$ cat src/rtl/id_ex_stage.sv
// ID/EX pipeline register of the 16-bit MIPS core, with load-use hazard detection.
// Latency: one cycle from ID inputs to ex_* outputs. stall_id is combinational.
// Backpressure: ex_hold freezes the stage. A load-use hazard stalls IF/ID for one cycle and inserts a bubble.
//
// Ports:
//   clk, rst (async active-low)
//   id_* : decode bundle (valid, rs/rt/rd, uses_rt, rs/rt data, extended immediate, ctrl)
//   flush : kill the instruction entering or held in EX
//   ex_hold : execute stage cannot accept; freeze this register
//   stall_id : IF/ID and PC hold this cycle
//   ex_* : registered bundle presented to execute
//   stall_count : saturating count of hazard-stall cycles
// ctrl layout: {reg_write, mem_read, mem_write, mem_to_reg, alu_src, alu_op[2:0]}
module id_ex_stage #(
  parameter int DATA_W = 16,
  parameter int REG_AW = 4,
  parameter int CNT_W  = 8
) (
  input  logic              clk,
  input  logic              rst,
  input  logic              id_valid,
  input  logic [REG_AW-1:0] id_rs,
  input  logic [REG_AW-1:0] id_rt,
  input  logic [REG_AW-1:0] id_rd,
  input  logic              id_uses_rt,
  input  logic [DATA_W-1:0] id_rs_data,
  input  logic [DATA_W-1:0] id_rt_data,
  input  logic [DATA_W-1:0] id_imm_ext,
  input  logic [7:0]        id_ctrl,
  input  logic              flush,
  input  logic              ex_hold,
  output logic              stall_id,
  output logic              ex_valid,
  output logic [REG_AW-1:0] ex_rs,
  output logic [REG_AW-1:0] ex_rt,
  output logic [REG_AW-1:0] ex_rd,
  output logic [DATA_W-1:0] ex_rs_data,
  output logic [DATA_W-1:0] ex_rt_data,
  output logic [DATA_W-1:0] ex_imm,
  output logic [7:0]        ex_ctrl,
  output logic [CNT_W-1:0]  stall_count
);

  localparam int MEM_READ_BIT = 6;

  logic              ex_valid_q,   ex_valid_d;
  logic [REG_AW-1:0] ex_rs_q,      ex_rs_d;
  logic [REG_AW-1:0] ex_rt_q,      ex_rt_d;
  logic [REG_AW-1:0] ex_rd_q,      ex_rd_d;
  logic [DATA_W-1:0] ex_rs_data_q, ex_rs_data_d;
  logic [DATA_W-1:0] ex_rt_data_q, ex_rt_data_d;
  logic [DATA_W-1:0] ex_imm_q,     ex_imm_d;
  logic [7:0]        ex_ctrl_q,    ex_ctrl_d;
  logic [CNT_W-1:0]  stall_cnt_q,  stall_cnt_d;

  logic ex_is_load;
  logic rs_match;
  logic rt_match;
  logic hazard;

  // A load targeting r0 never produces a value worth waiting for.
  assign ex_is_load = ex_valid_q && ex_ctrl_q[MEM_READ_BIT] && (ex_rt_q != '0);
  assign rs_match   = (ex_rt_q == id_rs);
  assign rt_match   = id_uses_rt && (ex_rt_q == id_rt);
  assign hazard     = ex_is_load && id_valid && (rs_match || rt_match);
  assign stall_id   = hazard && !flush;

  always_comb begin
    ex_valid_d   = ex_valid_q;
    ex_rs_d      = ex_rs_q;
    ex_rt_d      = ex_rt_q;
    ex_rd_d      = ex_rd_q;
    ex_rs_data_d = ex_rs_data_q;
    ex_rt_data_d = ex_rt_data_q;
    ex_imm_d     = ex_imm_q;
    ex_ctrl_d    = ex_ctrl_q;
    stall_cnt_d  = stall_cnt_q;

    if (flush) begin
      // Flush wins over hold: the killed slot must not keep live control.
      ex_valid_d = 1'b0;
      ex_ctrl_d  = '0;
    end else if (ex_hold) begin
      // Everything frozen; stall_id still reflects the hazard.
    end else if (hazard) begin
      // Bubble: clearing ctrl keeps reg_write/mem_write from leaking into EX.
      ex_valid_d = 1'b0;
      ex_ctrl_d  = '0;
    end else begin
      ex_valid_d   = id_valid;
      ex_rs_d      = id_rs;
      ex_rt_d      = id_rt;
      ex_rd_d      = id_rd;
      ex_rs_data_d = id_rs_data;
      ex_rt_data_d = id_rt_data;
      ex_imm_d     = id_imm_ext;
      ex_ctrl_d    = id_valid ? id_ctrl : 8'h00;
    end

    // Count only stall cycles that actually cost an issue slot.
    if (stall_id && !ex_hold && (stall_cnt_q != {CNT_W{1'b1}})) begin
      stall_cnt_d = stall_cnt_q + 1'b1;
    end
  end

  always_ff @(posedge clk or negedge rst) begin
    if (!rst) begin
      ex_valid_q   <= 1'b0;
      ex_rs_q      <= '0;
      ex_rt_q      <= '0;
      ex_rd_q      <= '0;
      ex_rs_data_q <= '0;
      ex_rt_data_q <= '0;
      ex_imm_q     <= '0;
      ex_ctrl_q    <= '0;
      stall_cnt_q  <= '0;
    end else begin
      ex_valid_q   <= ex_valid_d;
      ex_rs_q      <= ex_rs_d;
      ex_rt_q      <= ex_rt_d;
      ex_rd_q      <= ex_rd_d;
      ex_rs_data_q <= ex_rs_data_d;
      ex_rt_data_q <= ex_rt_data_d;
      ex_imm_q     <= ex_imm_d;
      ex_ctrl_q    <= ex_ctrl_d;
      stall_cnt_q  <= stall_cnt_d;
    end
  end

  assign ex_valid    = ex_valid_q;
  assign ex_rs       = ex_rs_q;
  assign ex_rt       = ex_rt_q;
  assign ex_rd       = ex_rd_q;
  assign ex_rs_data  = ex_rs_data_q;
  assign ex_rt_data  = ex_rt_data_q;
  assign ex_imm      = ex_imm_q;
  assign ex_ctrl     = ex_ctrl_q;
  assign stall_count = stall_cnt_q;

endmodule

$ cat config.mk
export PLATFORM = sky130hd
export DESIGN_NAME = id_ex_stage
export DESIGN_NICKNAME = d
export VERILOG_FILES = /design/src/rtl/id_ex_stage.sv
export SDC_FILE = /design/constraint.sdc
export NUM_CORES = 1
export LEC_CHECK = 0
export BUFFER_PORTS_ARGS = -buffer_cell sky130_fd_sc_hd__buf_2
export CAP_MARGIN = 20
export CORE_AREA = 4 4 95 88
export CTS_BUF_LIST = sky130_fd_sc_hd__clkbuf_4 sky130_fd_sc_hd__clkbuf_8 sky130_fd_sc_hd__clkbuf_16
export DETAILED_ROUTE_END_ITERATION = 8
export DIE_AREA = 0 0 99 92
export GPL_TIMING_DRIVEN = 0
export PLACE_DENSITY = 0.78
export SYNTH_ARGS = -nofsm -noshare
export SYNTH_HDL_FRONTEND = slang
export SYNTH_SLANG_ARGS = --single-unit
$ cat constraint.sdc
create_clock -name clk -period 2.2 [get_ports clk]
set_input_delay 0.22 -clock clk [delete_from_list [all_inputs] [get_ports clk]]
set_output_delay 0.22 -clock clk [all_outputs]
set_load 0.01 [all_outputs]
### Word-level counts from Yosys, hierarchy flattened

Index checks and enable logic that the tools add are counted.
W data, S select, Z words.

* add/subtract/negate cells: 1
* multiplexer cells: 7
* bitwise logic cells: 3
* $mul: 0
* reduce and logical (&&, ||, !) cells: 13
* shift operators: 0
* div/mod/pow operators: 0
* eq/ne operators: 4
* order comparisons: 0

Operator list (count)
* $mux W8: 4
* $add A8 B1 Y8 const B: 1
* $eq A4 B4 Y1: 2
* $logic_and A1 B1 Y1: 8
* $ne A8 B8 Y1 const B: 1
* $reduce_bool A4 Y1: 1
* $mux W1: 3
* $not A1 Y1: 3
* $reduce_and A3 Y1: 1
* $logic_not A1 Y1: 2
* $ne A2 B2 Y1 const B: 1
* $logic_or A1 B1 Y1: 1

* RAM bits: 0
* ROM bits: 0
* register bits: 77
* bits in latches: 0
* bits of input ports: 74
* memories: 0

### Depth between registers and ports, before layout

* depth after elaboration: 7
* depth in mapped cells: 8

### Worst setup path after synthesis

OpenSTA, ideal clock, no wires.

* kind: reg-to-reg
* start: register ex_rt_q[0], in the netlist ex_rt[0]
* end: register ex_imm_q[0], in the netlist ex_imm[0]
* setup slack: 0.235 ns
* cell stages (with the launch flop): 8
* arrival: 1.840 ns
* path buffers: 2
* path through: dfrtp_1 -> nor4_1 -> nor2_1 -> nand3b_1 -> and3_1 -> buf_6 -> buf_12 -> mux2_4

* longest elaborated chain between the ends: 6

RTL lines
* start: declaration: RTL line 48 `logic [REG_AW-1:0] ex_rt_q, ex_rt_d;`
* start signal: assignment: RTL line 120 `ex_rt_q <= ex_rt_d;`
* $eq A4 B4 Y1 or $reduce_bool A4 Y1 (tied branches): RTL line 64, 62
* $logic_and A1 B1 Y1 (on tied branches): RTL line 64, 62
* $logic_or A1 B1 Y1 or $logic_and A1 B1 Y1 (tied branches): RTL line 65 `assign hazard = ex_is_load && id_valid && (rs_match || rt_match);`
* $logic_and A1 B1 Y1 *: RTL line 65
* $not A1 Y1 (no line) *
* $reduce_and A3 Y1 (no line) *
* end signal: assignment: RTL line 124 `ex_imm_q <= ex_imm_d;`
* end: declaration: RTL line 52 `logic [DATA_W-1:0] ex_imm_q, ex_imm_d;`

Mark *: on every way between the ends. The rest lies on a longest branch, timed or not.
A chain may end at the register's enable or synchronous reset.

### Worst setup path after layout

* start: register ex_rt_q[3], in the netlist ex_rt[3]
* end: register ex_imm_q[8], in the netlist ex_imm[8]

Same word-level chain as after synthesis.

==> results.sh <==
export IMPL_yosys_area_share_simple_pct=5.27
export IMPL_grt_max_degree=76
export IMPL_cap_viol_max_count=0
export IMPL_clockBufferDepth=2
export IMPL_grt_pass1_vias=2383
export IMPL_cts_sinks=77
export IMPL_worst_pin_slew_ps=426
export IMPL_path_max_fanout=10
export IMPL_fillers=609
export IMPL_syn_nets=279
export IMPL_grt_antenna_before_repair=0
export IMPL_crit_chain="xor2_1 > nor4_4 > nand2_2 > and3_1 > buf_6 > buf_12 > mux2_4"
export IMPL_ys_seq_area_share_pct=57.1
export IMPL_nNetsFinal=442
export IMPL_grt_usage_pct=16.6
export IMPL_cts_tree="done"
export IMPL_syn_avg_cell_area_sq_um=16.5
export IMPL_post_dp_cell_area_sq_um=4270
export IMPL_grt_overflow_total=0
export IMPL_path_delay_family="simple AND/OR/NAND/NOR gates"
export IMPL_fp_dieW_microns=99
export IMPL_period_needed_ps=2090
export IMPL_rsz0062_at_grt="false"
export IMPL_worstPathRequired_ps=2430
export IMPL_drtPass1Iterations=4
export IMPL_drt_initial_drc_count=29
export IMPL_synth_top_family_by_area="multiplexers"
export IMPL_end_kind="flop"
export IMPL_synth_xor_area_share_pct=3.64
export IMPL_fmax_ghz=0.479
export IMPL_final_max_slew_viol_count=0
export IMPL_drtAntennaViolNets=0
export IMPL_regArea_sq_um=1930
export IMPL_dieHeight_microns=92
export IMPL_wl_microns=7320
export IMPL_p_per_area_nw_per_um2=795
export IMPL_synth_cell_types=29
export IMPL_fin_area_sq_um=4520
export IMPL_grt_pass1_wl_microns=11800
export IMPL_post_place_ws_ps=-18.7
export IMPL_worst_slack_ps=113
export IMPL_cpPeakStageDelay_ps=480
export IMPL_final_hold_viol_count=0
export IMPL_rows=30
export IMPL_ir_drop_mv=0.340
export IMPL_clk_latency_ps=340
export IMPL_place_gp_congestion=0.746
export IMPL_synth_compound_area_share_pct=3.56
export IMPL_hp_class="primary input to flop"
export IMPL_leakage_nw=2.35
export IMPL_final_period_utilization_pct=94.9
export IMPL_arrival_ps=2310
export IMPL_synthToLayoutAreaGrowth_pct=34.0
export IMPL_port_buffers=150
export IMPL_drc=0
export IMPL_dp_hpwl_microns=5460
export IMPL_routedWlPerCell_microns=15.6
export IMPL_ys_seq_elements=77
export IMPL_worstSetupPathType="flop to flop"
export IMPL_worst_path_buf_inv=2
export IMPL_ys_warn_count=0
export IMPL_synthAdderAreaFrac_pct=0.371
export IMPL_post_cts_buffers=0
export IMPL_n_antenna_cell=0
export IMPL_vias=2271
export IMPL_synth_mux_area_share_pct=26.0
export IMPL_setup_viol=0
export IMPL_dieArea_sq_um=9110
export IMPL_core_sq_um=7390
export IMPL_startpoint_type="flop"
export IMPL_clkTransAtPathRegs_ps=80
export IMPL_h_tree_depth=3
export IMPL_synthCells=204
export IMPL_ioPinCount=152
export IMPL_skew_ps=8.34
export IMPL_status="finished clean"
export IMPL_slew_headroom_pct=71.6
export IMPL_cts_buffers=9
export IMPL_start_util_pct=45.6
export IMPL_multi_input_area_sq_um=1330
export IMPL_routed_via_density=4.85
export IMPL_drive_above_1_share_pct=65.3
export IMPL_netlist_area_sq_um=3370
export IMPL_cp_slowest_cell="dfrtp_1"
export IMPL_cts_root_buf="clkbuf_8"
[cells in the final DEF, fill, tap and decap left out, types with 3 or more instances in the layout]
cell	count
xnor2_1	3
mux2_2	10
nor2_1	6
nand3_1	3
buf_2	149
clkbuf_8	9
buf_12	5
mux2_4	51
nand2_1	5
xor2_1	11
a32o_1	8
dfrtp_1	75
[flip-flops by register name (all words and copies together), names as in the netlist]
register and cells:
ex_imm 16, ex_rs_data 16, ex_rt_data 16, ex_ctrl 8
stall_count 8, ex_rd 4, ex_rs 4, ex_rt 4
ex_valid 1
[worst paths after layout]
| check | from | end | slack, ps | depth (start not counted) |
|---|---|---|---|---|
| max | ex_rt[3] | ex_imm[8] | 110 | 7 |
| min | id_rt_data[5] | ex_rt_data[5] | 110 | 2 |
| max reg2reg | ex_rt[3] | ex_imm[8] | 110 | 7 |
| min reg2reg | stall_count[5] | stall_count[5] | 490 | 1 |
| max in group asynchronous | rst | ex_rt_data[1] | 1430 | 3 |
| min in group asynchronous | rst | ex_rt_data[13] | 220 | 2 |
[metrics by stage]
step / power [W] / utilization [%] / TNS, ps / hold slack, ps / instances
after floorplan: 0.00213 / - / 0 / -75.6 / 204
final: 0.00359 / 61.1 / 0 / 105 / 468
after global placement: 0.00243 / 57.4 / 0 / 451 / 450
after CTS: 0.00364 / 61.0 / 0 / 83.3 / 468
after global routing: 0.00379 / 61.1 / 0 / 82.0 / 468
after detailed placement: 0.00246 / 57.8 / -637 / 25.8 / 451
[report_power, final]
part           total [W]  internal [W]  switching (W)
combinational   0.000747      0.000430       0.000317
sequential       0.00169       0.00159       0.000107
clock            0.00115      0.000651       0.000501
total            0.00359       0.00267       0.000925
[cells by family after synthesis]
family	count (synthesis)
buf+inv	9
fa+ha+maj	1
xor+xnor	14
simple gates	30
mux	61
compound gates	12
flops	77
[area by class of cell]
cell class | count | share of cell area [%]
plain buffers | 9 | 2.96
clock inverters | 6 | 1.94
multi-input cells | 118 | 29.3
flip-flops and latches | 77 | 42.7
well taps | 96 | 2.66
clock buffers | 10 | 2.91
repair buffers | 152 | 17.5
[metal layers]
layer	routed length [microns]	vias up	GRT usage [%]
met5	0	-	0
met4	146	0	6.83
met3	598	16	5.25
met2	3530	101	26.6
met1	3050	1100	20.7
li1	-	1054	-
[synthesized netlist by cell type, drive strengths merged]
| cell | n | area (sq um) |
|---|---|---|
| nand3 | 3 | 15.0 |
| a32oi | 1 | 16.3 |
| xnor2 | 3 | 26.3 |
| ha | 1 | 12.5 |
| nor2b | 2 | 12.5 |
| a21oi | 1 | 5.00 |
| nor4b | 2 | 17.5 |
| nor4 | 2 | 27.5 |
| and4 | 1 | 8.76 |
| xor2 | 11 | 96.3 |
| nor3 | 2 | 10.0 |
| and2 | 1 | 6.26 |
| a22o | 1 | 8.76 |
| mux2 | 61 | 878 |
| nand4 | 2 | 12.5 |
| nand2 | 6 | 25.0 |
| nor2 | 6 | 22.5 |
| and3 | 2 | 12.5 |
| a32o | 8 | 80.1 |
| buf | 9 | 134 |
| dfrtp | 77 | 1930 |
| o21ba | 1 | 10.0 |
| nand3b | 1 | 7.51 |
[repair_timing]
action / 4_1_cts / 5_1_grt
gates resized for setup: 1 / 3
hold buffers: 1 / 0
hold endpoints to repair: 77 / 0
setup endpoints to repair: 51 / 51
Power figures use the tool's default switching activity.
